--- config.mk ---
export PLATFORM = sky130hd
export DESIGN_NAME = pkt_buf_cpu_seq
export DESIGN_NICKNAME = d
export VERILOG_FILES = /design/src/rtl/ids_cpu_pkg.sv /design/src/rtl/pkt_buf_cpu_seq.sv
export SDC_FILE = /design/constraint.sdc
export NUM_CORES = 1
export LEC_CHECK = 0
export ABC_AREA = 1
export CAP_MARGIN = 30
export CORE_AREA = 3 3 170 172
export CTS_CLUSTER_DIAMETER = 50
export DETAILED_ROUTE_END_ITERATION = 8
export DIE_AREA = 0 0 173 175
export GPL_TIMING_DRIVEN = 1
export MAX_ROUTING_LAYER = met4
export PLACE_DENSITY = 0.72
export SLEW_MARGIN = 5
export SYNTH_ARGS = -nofsm -noshare
export SYNTH_HDL_FRONTEND = slang
export SYNTH_SLANG_ARGS = --single-unit
--- constraint.sdc ---
create_clock -name clk -period 2.2 [get_ports clk]
set_input_delay 0.22 -clock clk [delete_from_list [all_inputs] [get_ports clk]]
set_output_delay 0.22 -clock clk [all_outputs]
set_load 0.01 [all_outputs]
--- src/rtl/ids_cpu_pkg.sv ---
// ============================================================================
// Module   : ids_cpu_pkg
// Purpose  : Shared command/status layout and sequencer states for CPU buffer access
// Revision : 1.0 - initial release
// ============================================================================
`default_nettype none

package ids_cpu_pkg;

  // sw_cmd field positions
  localparam int CMD_REL     = 0;
  localparam int CMD_EN      = 4;
  localparam int CMD_WR      = 8;
  localparam int CMD_SEQ_LO  = 12;
  localparam int CMD_SEQ_HI  = 15;
  localparam int CMD_LEN_LO  = 16;
  localparam int CMD_LEN_HI  = 23;
  localparam int CMD_ADDR_LO = 24;
  localparam int CMD_ADDR_HI = 31;

  // status bit positions
  localparam int STAT_BUSY    = 0;
  localparam int STAT_DONE    = 1;
  localparam int STAT_ERR     = 2;
  localparam int STAT_SEQ_LO  = 4;
  localparam int STAT_SEQ_HI  = 7;
  localparam int STAT_ADDR_LO = 8;
  localparam int STAT_ADDR_HI = 15;
  localparam int STAT_REM_LO  = 16;
  localparam int STAT_REM_HI  = 23;

  localparam int BUF_W = 72;

  typedef enum logic [2:0] {
    S_IDLE    = 3'd0,
    S_GRANT   = 3'd1,
    S_ACCESS  = 3'd2,
    S_WAIT    = 3'd3,
    S_RELEASE = 3'd4,
    S_DONE    = 3'd5
  } state_e;

endpackage

`default_nettype wire

--- src/rtl/pkt_buf_cpu_seq.sv ---
// ============================================================================
// Module   : pkt_buf_cpu_seq
// Purpose  : CPU command sequencer for burst access to the parked-packet buffer
// Revision : 1.0 - initial release
// ============================================================================
`default_nettype none

module pkt_buf_cpu_seq
  import ids_cpu_pkg::*;
#(
  parameter int DATA_WIDTH = 64,
  parameter int CTRL_WIDTH = DATA_WIDTH/8,
  parameter int ADDR_WIDTH = 8,
  parameter int RD_LAT     = 1
) (
  input  logic                             clk,
  input  logic                             reset_n,
  input  logic [31:0]                      sw_cmd,
  input  logic [CTRL_WIDTH+DATA_WIDTH-1:0] sw_wdata,
  input  logic                             pkt_parked,
  output logic                             mem_cpu_sel,
  output logic [ADDR_WIDTH-1:0]            mem_addr,
  output logic [CTRL_WIDTH+DATA_WIDTH-1:0] mem_wdata,
  output logic                             mem_we,
  input  logic [CTRL_WIDTH+DATA_WIDTH-1:0] mem_rdata,
  output logic                             pkt_release,
  output logic [CTRL_WIDTH+DATA_WIDTH-1:0] rd_data,
  output logic [CTRL_WIDTH+DATA_WIDTH-1:0] rd_xor,
  output logic [31:0]                      status
);

  localparam int WORD_W = CTRL_WIDTH + DATA_WIDTH;

  state_e                r_state;
  state_e                w_next;
  logic [3:0]            r_last_seq;
  logic                  r_busy;
  logic                  r_done;
  logic                  r_error;
  logic [ADDR_WIDTH-1:0] r_addr;
  logic [7:0]            r_remain;
  logic [1:0]            r_wcnt;
  logic                  r_write;
  logic                  r_rel;
  logic                  r_mem_sel;
  logic                  r_mem_we;
  logic [WORD_W-1:0]     r_mem_wdata;
  logic [WORD_W-1:0]     r_rd_data;
  logic [WORD_W-1:0]     r_rd_xor;

  logic                  w_new_cmd;
  logic                  w_last;
  logic                  w_wait_end;
  logic                  w_in_xfer;
  logic                  w_abort;
  logic                  w_step;
  logic                  w_capture;
  state_e                w_exit;
  logic [31:0]           w_status;
  logic                  w_unused;

  assign w_new_cmd  = (sw_cmd[CMD_SEQ_HI:CMD_SEQ_LO] != r_last_seq);
  assign w_last     = (r_remain == 8'd0);
  assign w_wait_end = (r_wcnt == 2'(RD_LAT - 1));
  assign w_in_xfer  = (r_state == S_GRANT) || (r_state == S_ACCESS) || (r_state == S_WAIT);
  assign w_abort    = w_in_xfer && !pkt_parked;
  assign w_exit     = r_rel ? S_RELEASE : S_DONE;
  assign w_step     = pkt_parked && !w_last &&
                      (((r_state == S_ACCESS) && r_write) || ((r_state == S_WAIT) && w_wait_end));
  assign w_capture  = pkt_parked && (r_state == S_WAIT) && w_wait_end;
  assign w_unused   = ^{sw_cmd[3:1], sw_cmd[7:5], sw_cmd[11:9]};

  always_comb begin
    w_next = r_state;
    case (r_state)
      S_IDLE: begin
        if (w_new_cmd) begin
          if (sw_cmd[CMD_EN])       w_next = pkt_parked ? S_GRANT : S_DONE;
          else if (sw_cmd[CMD_REL]) w_next = S_RELEASE;
          else                      w_next = S_DONE;
        end
      end
      S_GRANT:  w_next = pkt_parked ? S_ACCESS : S_DONE;
      S_ACCESS: begin
        if (!pkt_parked)  w_next = S_DONE;
        else if (r_write) w_next = w_last ? w_exit : S_ACCESS;
        else              w_next = S_WAIT;
      end
      S_WAIT: begin
        if (!pkt_parked)     w_next = S_DONE;
        else if (w_wait_end) w_next = w_last ? w_exit : S_ACCESS;
      end
      S_RELEASE: w_next = S_DONE;
      S_DONE:    w_next = S_IDLE;
      default:   w_next = S_IDLE;
    endcase
  end

  always_ff @(posedge clk or negedge reset_n) begin
    if (!reset_n) begin
      r_state     <= S_IDLE;
      r_last_seq  <= '0;
      r_busy      <= 1'b0;
      r_done      <= 1'b0;
      r_error     <= 1'b0;
      r_addr      <= '0;
      r_remain    <= '0;
      r_wcnt      <= '0;
      r_write     <= 1'b0;
      r_rel       <= 1'b0;
      r_mem_sel   <= 1'b0;
      r_mem_we    <= 1'b0;
      r_mem_wdata <= '0;
      r_rd_data   <= '0;
      r_rd_xor    <= '0;
    end else begin
      r_state <= w_next;

      if ((r_state == S_IDLE) && w_new_cmd) begin
        r_last_seq <= sw_cmd[CMD_SEQ_HI:CMD_SEQ_LO];
        r_busy     <= 1'b1;
        r_done     <= 1'b0;
        r_error    <= sw_cmd[CMD_EN] && !pkt_parked;
        r_addr     <= ADDR_WIDTH'(sw_cmd[CMD_ADDR_HI:CMD_ADDR_LO]);
        r_remain   <= sw_cmd[CMD_LEN_HI:CMD_LEN_LO];
        r_write    <= sw_cmd[CMD_WR];
        r_rel      <= sw_cmd[CMD_REL];
        if (sw_cmd[CMD_EN] && pkt_parked && !sw_cmd[CMD_WR]) r_rd_xor <= '0;
      end

      if (w_abort) r_error <= 1'b1;

      if (w_step) begin
        r_addr   <= r_addr + ADDR_WIDTH'(1);
        r_remain <= r_remain - 8'd1;
      end

      if (w_capture) begin
        r_rd_data <= mem_rdata;
        r_rd_xor  <= r_rd_xor ^ mem_rdata;
      end

      if ((r_state == S_WAIT) && !w_wait_end) r_wcnt <= r_wcnt + 2'd1;
      else                                    r_wcnt <= '0;

      if (r_state == S_DONE) begin
        r_busy <= 1'b0;
        r_done <= 1'b1;
      end

      // Port controls are decoded from the next state so they line up with it
      r_mem_sel <= (w_next == S_GRANT) || (w_next == S_ACCESS) || (w_next == S_WAIT);
      r_mem_we  <= (w_next == S_ACCESS) && r_write;
      if ((w_next == S_ACCESS) && r_write) r_mem_wdata <= sw_wdata;
    end
  end

  always_comb begin
    w_status                              = '0;
    w_status[STAT_BUSY]                   = r_busy;
    w_status[STAT_DONE]                   = r_done;
    w_status[STAT_ERR]                    = r_error;
    w_status[STAT_SEQ_HI:STAT_SEQ_LO]     = r_last_seq;
    w_status[STAT_ADDR_HI:STAT_ADDR_LO]   = 8'(r_addr);
    w_status[STAT_REM_HI:STAT_REM_LO]     = r_remain;
  end

  assign mem_cpu_sel = r_mem_sel;
  assign mem_addr    = r_addr;
  assign mem_wdata   = r_mem_wdata;
  assign mem_we      = r_mem_we;
  assign pkt_release = (r_state == S_RELEASE);
  assign rd_data     = r_rd_data;
  assign rd_xor      = r_rd_xor;
  assign status      = w_status;

endmodule

`default_nettype wire

==> flow_summary.yaml, run 1 <==
run_status:
  outcome: "completed"
setup_path:
  critPathSlowestCell: "dfrtp_1"
  critical_path.startpoint_type: "register"
  critical_path_peak_fanout: 36
  critical_path_data_required_time_ns: 2.57
  critical_path.endpoint_type: "register"
  worst-r2r-cell-count: 13
  critical-path-top-cell-by-count: "nand2_1"
  critPathKind: "register to register"
  path_cells: "inv_1, ha_2, nor2_1, nand2_1, nand2_1, nor2_1, nand3_1, nor2_4, buf_12, nand3_4, clkbuf_16, nand2_1, nand2_1"
  worst_ep_arrival_time_ns: 2.39
  critPathMaxStageDelay_ns: 0.38
timing:
  finalClockSkew_ns: 0.0162
  rsz0062_at_grt: "false"
  setup-violations-final: 0
  worst-slew-pin-transition_ns: 0.857
  tns_ns: 0
  layout_worst_path_cycle_share: 0.921
  period_minus_slack_ns: 2.03
  achievable-frequency_mhz: 494
  max_slew_headroom_at_the_worst_pin: 0.429
  finalHoldViolCount: 0
  slew_violations: 0
route:
  via_per_inst: 5.02
  met3_length_um: 3360
  vias: 9750
  detail_route.wl_per_cell_um: 17.8
  top_layer: "met4"
  drt_first_iter_violations: 568
  detail_route.wirelength_um: 34500
  drc_violations_left: 0
  drt_first_pass_iters: 5
  postRouteAntennaNets: 0
  routed-wl-met2_um: 17000
  wirelength_met1_um: 13200
floorplanning:
  initial_utilization: 0.377
  num_rows: 61
  floorplan.die_area_mm2: 0.0303
  core_area_mm2: 0.0276
  io-pin-count: 438
  dieWidth_um: 173
  die_height_um: 175
cts:
  clk_root_buffer_cell: "clkbuf_16"
  worst_skew_late_latency_ns: 0.49
  cts_htree_levels: 2
  cts.clk_slew.worst_paths_ns: 0.05
  cts_made_buffers: 35
  clock_path_buffers: 3
  clock-sinks: 248
  tritoncts: "done"
final_layout:
  most-common-layout-cells: "clkdlybuf4s50_1, nand2_1, dfrtp_1"
  final_layout_size_suffix_gt1_frac: 0.0736
  synthToLayoutAreaGrowth_pct: 55.3
  mostFrequentLayoutCell: "clkdlybuf4s50_1"
  antennaDiodeCount: 0
  layout.nets: 1721
  final_core_density: 0.585
synth:
  netlist_area_mm2: 0.0104
  yosys_register_bits: 248
  yosys_warnings: 0
  synth.avg_cell_area_um2: 9.29
  netlist_instances: 1120
  synth_sequential_area_ratio: 0.596
  synth_cell_types: 32
power_and_ir_drop:
  power_leakage_nw: 7.46
  ir_drop_v: 0.000703
  powerDensity_mw_per_mm2: 1440
placed_design:
  numPortBuffers: 419
  place.detailed.hpwl_um: 23500
  gp_congestion: 0.839
run:
  max_cap_violations: 0
global_route:
  antenna_violations_before_repair: 0
  grt_overflow_total: 0
  number_of_global_route_vias_before_repair: 9940
  pin_count_of_the_biggest_net_entering_global_routing: 75
  first_pass_grt_wire_length_um: 54400
  groute.usage.overall: 0.227
min_path:
  hold_class: "primary input to async pin"
worst paths after layout:
kind	slack [ns]	endpoint	start
worst max-delay path	0.17	mem_wdata[43]	r_wcnt[0]
worst min-delay path	0.27	mem_wdata[12]	reset_n
worst max register to register	0.17	mem_wdata[43]	r_wcnt[0]
worst min register to register	0.44	r_wcnt[0]	r_wcnt[0]
max in group asynchronous	1.14	mem_wdata[39]	reset_n
min in group clk	0.30	mem_wdata[69]	sw_wdata[69]
synth_stat cells (all sizes together):
cell type | count | area (um2)
nor2 | 41 | 174
a31oi | 1 | 6.26
buf | 70 | 527
o221ai | 1 | 8.76
clkbuf | 17 | 63.8
ha | 3 | 37.5
xnor2 | 1 | 8.76
nor3b | 1 | 7.51
xor2 | 5 | 43.8
inv | 34 | 128
o31ai | 1 | 7.51
nand3b | 1 | 7.51
a21oi | 12 | 60.1
nand2 | 347 | 1310
nand4 | 75 | 469
conb | 1 | 3.75
o22ai | 3 | 18.8
o21ai | 161 | 806
nand3 | 90 | 473
o211ai | 3 | 22.5
nor3 | 4 | 20.0
dfrtp | 248 | 6210
flip-flops by register name (all words and copies together), names as in the netlist:
name / cells
r_state: 3
r_rel: 1
mem_cpu_sel: 1
rd_data: 72
mem_addr: 8
r_done: 1
mem_wdata: 72
r_wcnt: 2
r_last_seq: 4
r_remain: 8
rd_xor: 72
r_write: 1
r_busy: 1
mem_we: 1
r_error: 1
routing by layer:
layer / GRT usage / vias to the layer above
met1: 0.268 / 4662
met2: 0.374 / 440
met5: - / -
met4: 0.0662 / 0
met3: 0.0750 / 68
li1: - / 4580
worst max-delay path, delay by kind of cell (launching register included):
family / cells / cell delay (ns)
AND/OR/NAND/NOR: 9 / 0.81
buffers and inverters: 3 / 0.50
flip-flops: 1 / 0.38
adder cells (fa/ha/maj): 1 / 0.20
cell families after synthesis:
logic type,after synthesis,share of synthesized area
other cells,1,0.000360
buf+inv,121,0.0690
compound gates,182,0.0893
flops,248,0.596
simple gates,559,0.236
fa+ha+maj,3,0.00361
xor+xnor,6,0.00505
power by group:
part	total (mW)	switching, mW	internal (mW)
logic	10.1	5.06	5.00
registers	7.75	1.28	6.47
clock network	5.40	2.08	3.32
total	23.2	8.43	14.8
stage by stage:
stage                     total power [mW]  area, um2  instances  setup slack [ns]  hold WS (ns)
after global routing                  24.7      16200       1941            0.0235         0.288
after detailed placement              17.8      15000       1878           0.00546         0.189
after floorplan                       12.5      10400       1128             0.392       -0.0756
after CTS                             23.4      16100       1940            0.0587         0.256
final                                 23.2      16200       1941             0.175         0.273
after global placement                17.6      15000       1878            0.0317         0.190
final cells by class:
type | count | area, um2
tap | 378 | 473
inverter | 34 | 128
sequential | 248 | 6210
timing repair buffer | 461 | 4710
fill | 2398 | 11500
multi-input combinational | 759 | 3530
clock buffer | 44 | 950
clock inverter | 17 | 166
what timing repair did:
action	4_1_cts	5_1_grt
setup endpoints to repair	0	74
resized for setup	0	4
buffers inserted	0	0
endpoints found under the hold margin	50	0
hold buffers	1	0
No activity file was read; power rests on OpenSTA's default activity.
==> run 2: changes to the inputs <==
GPL_ROUTABILITY_DRIVEN = 0   (was default)
==> results of run 2 <==
Final layout, timing and power as in run 1 (identical DEF).
